## config.mk

```make
export PLATFORM = sky130hd
export DESIGN_NAME = mdr_mem_access
export DESIGN_NICKNAME = d
export VERILOG_FILES = /design/src/rtl/mdr_mem_access_pkg.sv /design/src/rtl/mdr_mem_access_timer.sv /design/src/rtl/mdr_mem_access.sv
export SDC_FILE = /design/constraint.sdc
export NUM_CORES = 1
export LEC_CHECK = 0
export CORE_MARGIN = 4
export CORE_UTILIZATION = 44
export DETAILED_ROUTE_END_ITERATION = 10
export GPL_TIMING_DRIVEN = 0
export PLACE_DENSITY_LB_ADDON = 0.12
export SKIP_LAST_GASP = 1
export SLEW_MARGIN = 10
export SYNTH_ARGS = -nofsm -noshare
export SYNTH_HDL_FRONTEND = slang
export SYNTH_HIERARCHICAL = 1
export SYNTH_SLANG_ARGS = --single-unit
```

## constraint.sdc

```tcl
create_clock -name clk -period 2.46 [get_ports clk]
set_input_delay 0.246 -clock clk [delete_from_list [all_inputs] [get_ports clk]]
set_output_delay 0.246 -clock clk [all_outputs]
set_load 0.01 [all_outputs]
```

## src/rtl/mdr_mem_access_pkg.sv

```systemverilog
// bus_pkg: shared datapath bus widths, bus source select codes and access FSM encoding
package bus_pkg;
  localparam int DEF_DATA_W = 32;
  localparam int DEF_ADDR_W = 9;
  typedef logic [4:0] busSel_t;
  localparam busSel_t SEL_NONE = 5'b00000;
  localparam busSel_t SEL_PC   = 5'b00001;
  localparam busSel_t SEL_IR   = 5'b00010;
  localparam busSel_t SEL_ALU  = 5'b00100;
  localparam busSel_t SEL_REG  = 5'b01000;
  localparam busSel_t SEL_MAR  = 5'b10100;
  localparam busSel_t SEL_MDR  = 5'b10101;
  localparam logic [1:0] IDLE  = 2'd0;
  localparam logic [1:0] READ  = 2'd1;
  localparam logic [1:0] WRITE = 2'd2;
endpackage

```

## src/rtl/mdr_mem_access_timer.sv

```systemverilog
// access_timer: counts un-acknowledged request cycles and flags the last permitted one
module access_timer #(
  parameter int TIMEOUT = 16
) (
  input  logic clk,
  input  logic clr_n,
  input  logic start,
  input  logic en,
  output logic expired
);
  localparam int TW = $clog2(TIMEOUT);
  logic [TW-1:0] count;
  assign expired = en && count == TW'(TIMEOUT - 1);
  always_ff @(posedge clk or negedge clr_n)
    if (!clr_n) count <= '0;
    else count <= (start || !en || expired) ? '0 : count + 1'b1;
endmodule

```

## src/rtl/mdr_mem_access.sv

```systemverilog
// mdr_mem_access: MAR/MDR register stage with req/ack data-memory handshake and timeout
module mdr_mem_access import bus_pkg::*; #(
  parameter int DATA_W  = DEF_DATA_W,
  parameter int ADDR_W  = DEF_ADDR_W,
  parameter int TIMEOUT = 16
) (
  input  logic              clk,
  input  logic              clr_n,
  input  logic [DATA_W-1:0] bus_in,
  input  logic              mar_in,
  input  logic              mdr_in,
  input  logic              read,
  input  logic              write,
  input  logic              err_clr,
  input  logic [DATA_W-1:0] mem_rdata,
  input  logic              mem_ack,
  output logic [DATA_W-1:0] mdr_out,
  output logic [ADDR_W-1:0] mem_addr,
  output logic [DATA_W-1:0] mem_wdata,
  output logic              mem_req,
  output logic              mem_we,
  output logic              busy,
  output logic              done,
  output logic              err
);
  logic [1:0] state;
  logic [ADDR_W-1:0] mar;
  logic [DATA_W-1:0] mdr;
  logic idle, readStart, writeStart, busLoad, newErr, expired;
  always_comb begin
    idle = state == IDLE;
    readStart = idle && mdr_in && read;
    busLoad = idle && mdr_in && !read;
    writeStart = idle && write && !mdr_in;
    // a write colliding with any MDR strobe is dropped; strobes while busy are protocol errors
    newErr = idle ? write && mdr_in : mar_in || mdr_in || write || expired;
  end
  assign mem_req = !idle;
  assign busy = !idle;
  assign mdr_out = mdr;
  access_timer #(.TIMEOUT(TIMEOUT)) u_timer (
    .clk(clk),
    .clr_n(clr_n),
    .start(readStart || writeStart),
    .en(!idle && !mem_ack),
    .expired(expired)
  );
  always_ff @(posedge clk or negedge clr_n)
    if (!clr_n) begin
      state <= IDLE;
      mar <= '0;
      mdr <= '0;
      mem_addr <= '0;
      mem_wdata <= '0;
      mem_we <= 1'b0;
      done <= 1'b0;
      err <= 1'b0;
    end else begin
      done <= !idle && mem_ack;
      err <= newErr || (err && !err_clr);
      if (idle) begin
        if (mar_in) mar <= bus_in[ADDR_W-1:0];
        if (busLoad) mdr <= bus_in;
        if (readStart || writeStart) begin
          mem_addr <= mar;
          mem_we <= writeStart;
          state <= readStart ? READ : WRITE;
        end
        if (writeStart) mem_wdata <= mdr;
      end else if (mem_ack || expired) begin
        if (state == READ && mem_ack) mdr <= mem_rdata;
        mem_we <= 1'b0;
        state <= IDLE;
      end
    end
endmodule

```

== Word-level counts from Yosys, hierarchy flattened ==
Index checks and enable logic that the tools add are counted.
Storage, ports and cells
  bits in registers: 91
  bits of input ports: 72
  output and inout port bits: 78
Operators by class
  add/subtract/negate cells: 1
  eq/ne operators: 4
  muxes and demuxes: 13
  reductions and logical operators: 33
Operator list (number)
  $mux W32: 4
  $logic_and A1 B1 Y1: 11
  $logic_or A1 B1 Y1: 8
  $mux W2: 4
  $reduce_and A2 Y1: 4
  $logic_not A1 Y1: 6
  $add A4 B1 Y4 const B: 1
  $eq A4 B4 Y1 const B: 1
  $mux W1: 4
  $mux W4: 1
  $ne A2 B1 Y1 const B: 2
  $reduce_bool A2 Y1: 2
  $reduce_and A3 Y1: 1
  $eq A2 B1 Y1 const B: 1
  $logic_not A2 Y1: 1

== Depth between registers and ports, before layout ==
  word-level depth: 7
  gate-level depth with buffers: 7
  gate-level depth less buffers: 6

== Hierarchy ==
Netlist, hierarchy kept.
By module, submodules not included
  mdr_mem_access: times used 1, cells each 235, area each 3688.5 um^2, sequential area each 2177.1 um^2
  access_timer: times used 1, cells each 16, area each 185.2 um^2, sequential area each 100.1 um^2

== Least setup slack after synthesis ==
No wires, ideal clock.
  kind: register to register
  start point: register state[0]
  end point: register err
  arrival time: 1.747 ns
  data required time: 2.331 ns
  slack: 0.584 ns
  cell stages (with the launch flop): 8
  buffers on the path: 1
  period minus slack after synthesis: 1.876 ns
  cells stage by stage: dfrtp_1 > nor2_4 > clkbuf_1 > nor2_1 > and4_1 > o32a_1 > o22ai_1 > o21ai_0
On the way
  word-level cells in the longest chain between the ends: 7
RTL lines
  start, declared: RTL line mdr_mem_access.sv:26  | logic [1:0] state;
  start signal, assigned: RTL line mdr_mem_access.sv:67  | state <= readStart ? READ : WRITE;
  $logic_not A2 Y1: RTL line mdr_mem_access.sv:31  | idle = state == IDLE;
  $logic_not A1 Y1: RTL line mdr_mem_access.sv:45  | .en(!idle && !mem_ack),
  $logic_and A1 B1 Y1: RTL line mdr_mem_access.sv:45
  $logic_and A1 B1 Y1: RTL line mdr_mem_access_timer.sv:13  | assign expired = en && count == TW'(TIMEOUT - 1);
  named net expired: RTL line mdr_mem_access.sv:29  | logic idle, readStart, writeStart, busLoad, newErr, expired;
  $logic_or A1 B1 Y1: RTL line mdr_mem_access.sv:36  | newErr = idle ? write && mdr_in : mar_in || mdr_in || write || expired;
  $mux W1: RTL line mdr_mem_access.sv:36
  $logic_or A1 B1 Y1: RTL line mdr_mem_access.sv:60  | err <= newErr || (err && !err_clr);
  end signal, assigned: RTL line mdr_mem_access.sv:60
  end, declared: RTL line mdr_mem_access.sv:24  | output logic err
The timed path passes the listed nets, and every way through them passes these cells.
A chain may end at the register's enable or synchronous reset.

== Worst setup path in the final report ==
Same ends and word-level chain as after synthesis.

==> results.txt <==
----------------------------------------------------
[Finish]
  Most frequent standard cell in the layout excluding fill and tap cells ... clkdlybuf4s50_1
  Layout area overhead ... 48.0%
  Commonest non-fill, non-tap cells in the layout ... clkdlybuf4s50_1 (148), mux2_2 (112), dfrtp_1 (91), clkbuf_8 (11), nor2_1 (6)
  Count of inserted antenna diode cells ... 0
  Ratio of cells with drive above 1 in the final layout ... 0.350
  Number of cells in the finished layout apart from fillers ... about 520
  Number of nets at the end of the flow ... between 400 and 500

[Setup path]
  Beginning of the critical path ... state[0]
  Slack of the worst reg-to-reg path ... about 0.25 ns
  Worst setup EP type ... flip-flop
  Crit path launch type ... flip-flop
  Data required time at the worst endpoint ... approximately 2.7 ns
  Arrival time reported for the critical path endpoint ... roughly 2.4 ns
  Classification of the worst setup path ... flip-flop to flip-flop
  Start of the worst register-to-register path ... state[0]
  Crit path max fanout ... 10

[Timing]
  Final worst path period share ... 0.898
  Count of pins over their slew limit ... 0
  Final number of setup-violating endpoints ... 0
  Slew Limit Headroom ... 0.610
  Final Critical Period ... around 2.2 ns
  Highest clock rate ... 452 MHz
  Final hold violations ... 0
  Unrepaired setup endpoints after global routing ... no
  Total negative setup slack ... 0 ns
  Final worst clock skew ... ~0.01 ns
  Worst slew pin tran ... 0.585 ns

[Power]
  Leakage component of the power ... between 2 and 2.5 nW
  Max VDD drop ... roughly 0.00054 V
  Power per cell area ... between 1000 and 1500 nW/um^2

[Global routing]
  Global routing usage summed across all routing layers ... 0.174
  Antenna violations before repair ... 0
  Global-route wire length before repair ... roughly 14 mm
  Number of global-route vias before repair ... around 2,700
  Largest net degree at the start of global routing ... 48
  Grt total ovfl ... 0

[Place]
  # port buffers ... 149
  Detailed Place HPWL ... roughly 6.7 mm
  DP Cell Count ... roughly 500
  Final estimated routing congestion in global placement ... approximately 0.76

[Route]
  Vias after detailed routing ... approximately 2,600
  DRC violations left ... 0
  Routed wire per std cell ... roughly 17 um
  Number of routed nets with antenna violations ... 0
  Starting DRT DRC Count ... 37
  Via count normalized by instance count ... 5.01
  Total Routed Length ... about 9 mm
  Number of detailed-route iterations in the first pass ... 4

[Floorplanning]
  Die width ... 102 um
  Total core area ... between 8000 and 9000 um^2
  I/O pin count ... 150
  Die area ... 10,400 um^2
  Site Rows ... 33
  Initial core utilization ... 0.462
  Die span in y ... 102 um

[Clocking]
  Buffer type at the clock tree root ... clkbuf_8
  Number of buffers inserted during clock tree synthesis ... 9
  Buffers from clock root to sink, at most ... 2
  Number of levels the H-tree was split into ... 3
  Post-CTS repair timing setup buffer count ... 0
  Hold bufs inserted after CTS ... 1
  Clk_lat worst skew ... between 0.3 and 0.4 ns
  CTS tree ... built
  Post-cts gate resize count ... 0
  Clk slew on worst S/H paths ... around 0.08 ns
  CTS sink count ... 91

[Yosys]
  #FFs+latches synth ... roughly 90
  Number of synthesis warnings ... 6
  Number of nets in the synthesized netlist ... between 300 and 400
  Sequential fraction of the synthesis area ... 0.588
  Post-synthesis instance area ... slightly below 4000 um^2
  Synthesized area per cell ... around 15 um^2
  Synthesized instance count ... 251
  Number of unique standard cell types used by synthesis ... 29

[Outcome]
  Outcome ... completed

[Run]
  Count of maximum capacitance violations ... 0

[Hold path]
  Hold Crit Class ... input port to asynchronous set/reset pin

----------------------------------------------------
==> through the flow <==
stage	total power [mW]	hold slack [ns]	setup WS, ns	area (um^2)	utilization
after global placement	5.23	0.446	-2.18	5500	0.656
after floorplan	3.66	-0.0496	0.584	3870	-
after global routing	6.61	0.458	0.0993	5730	0.684
final	6.24	0.431	0.250	5730	0.684
after detailed placement	5.30	0.286	0.249	5520	0.659
after CTS	6.34	0.442	0.227	5730	0.684
==> routing by layer <==
metal	vias to the layer above	wire (um)	GRT usage	part of all wire
met5	-	0	0	0
met4	0	76	0.0575	0.0086
met3	5	822	0.0717	0.093
met2	89	4240	0.276	0.48
met1	1300	3720	0.217	0.42
li1	1219	-	-	-
==> layout make-up <==
type | instances | area, um^2
fillers | 634 | 2650
flip-flops and latches | 91 | 2280
repair buffers | 151 | 1530
multi-input cells | 145 | 1500
clock buffers | 11 | 151
well taps | 105 | 131
plain buffers | 12 | 87.6
clock inverters | 4 | 48.8
inverters | 3 | 11.3
==> state kept, by name, indices dropped and copies added, names as in the netlist <==
signal / count
err: 1
u_timer/count: 4
done: 1
mem_wdata: 32
mar: 9
mdr_out: 32
state: 2
mem_we: 1
mem_addr: 9
==> cell families (layout without fill, tap and decap cells) <==
kind of cell,after synthesis,in the layout,synth area share
mux,114,114,0.331
flops,91,91,0.588
simple gates,18,18,0.0281
buf+inv,15,181,0.0255
compound gates,10,10,0.0194
xor+xnor,2,2,0.00452
fa+ha+maj,1,1,0.00323
==> power by group <==
part | switching [mW] | leakage [nW] | internal (mW)
combinational | 0.964 | 1.18 | 1.75
sequential | 0.380 | 1.08 | 2.14
clock | 0.491 | 0.106 | 0.520
total | 1.84 | 2.37 | 4.41
==> cell usage after synthesis <==
library cell / n / area [um^2]
inv_2: 1 / 3.75
nor2_4: 1 / 11.3
a21o_1: 1 / 7.51
xnor2_1: 1 / 8.76
xor2_1: 1 / 8.76
and2_1: 2 / 12.5
inv_1: 2 / 7.51
o22ai_1: 2 / 12.5
nor2_1: 6 / 22.5
buf_2: 4 / 20.0
buf_6: 3 / 33.8
and4_1: 1 / 8.76
nor2_2: 1 / 6.26
nand2_1: 3 / 11.3
a31o_1: 1 / 8.76
a21oi_1: 1 / 5.00
nand3_1: 1 / 5.00
buf_4: 4 / 30.0
nand2b_4: 1 / 13.8
dfrtp_1: 91 / 2280
a21oi_4: 1 / 16.3
o32a_1: 1 / 10.0
ha_1: 1 / 12.5
mux2_1: 2 / 22.5
clkbuf_1: 1 / 3.75
or3b_4: 1 / 11.3
mux2_2: 112 / 1260
nand2b_1: 1 / 6.26
o21ai_0: 3 / 15.0
==> final timing paths <==
kind / to / cells after the start
min: done / 2
max reg2reg: err / 7
max in group asynchronous: mem_wdata[18] / 3
min in group clk: u_timer/count[0] / 1
max: err / 7
min reg2reg: u_timer/count[0] / 1
==> worst max-delay path: stages (launching register included) <==
cell and delay (ns):
dfrtp_1 0.46, nor2_4 0.28, clkbuf_1 0.47, nor2_1 0.16, and4_1 0.23, o32a_1 0.29
o22ai_1 0.11, o21ai_0 0.09
Note: power is estimated with default switching activity, not from simulation.
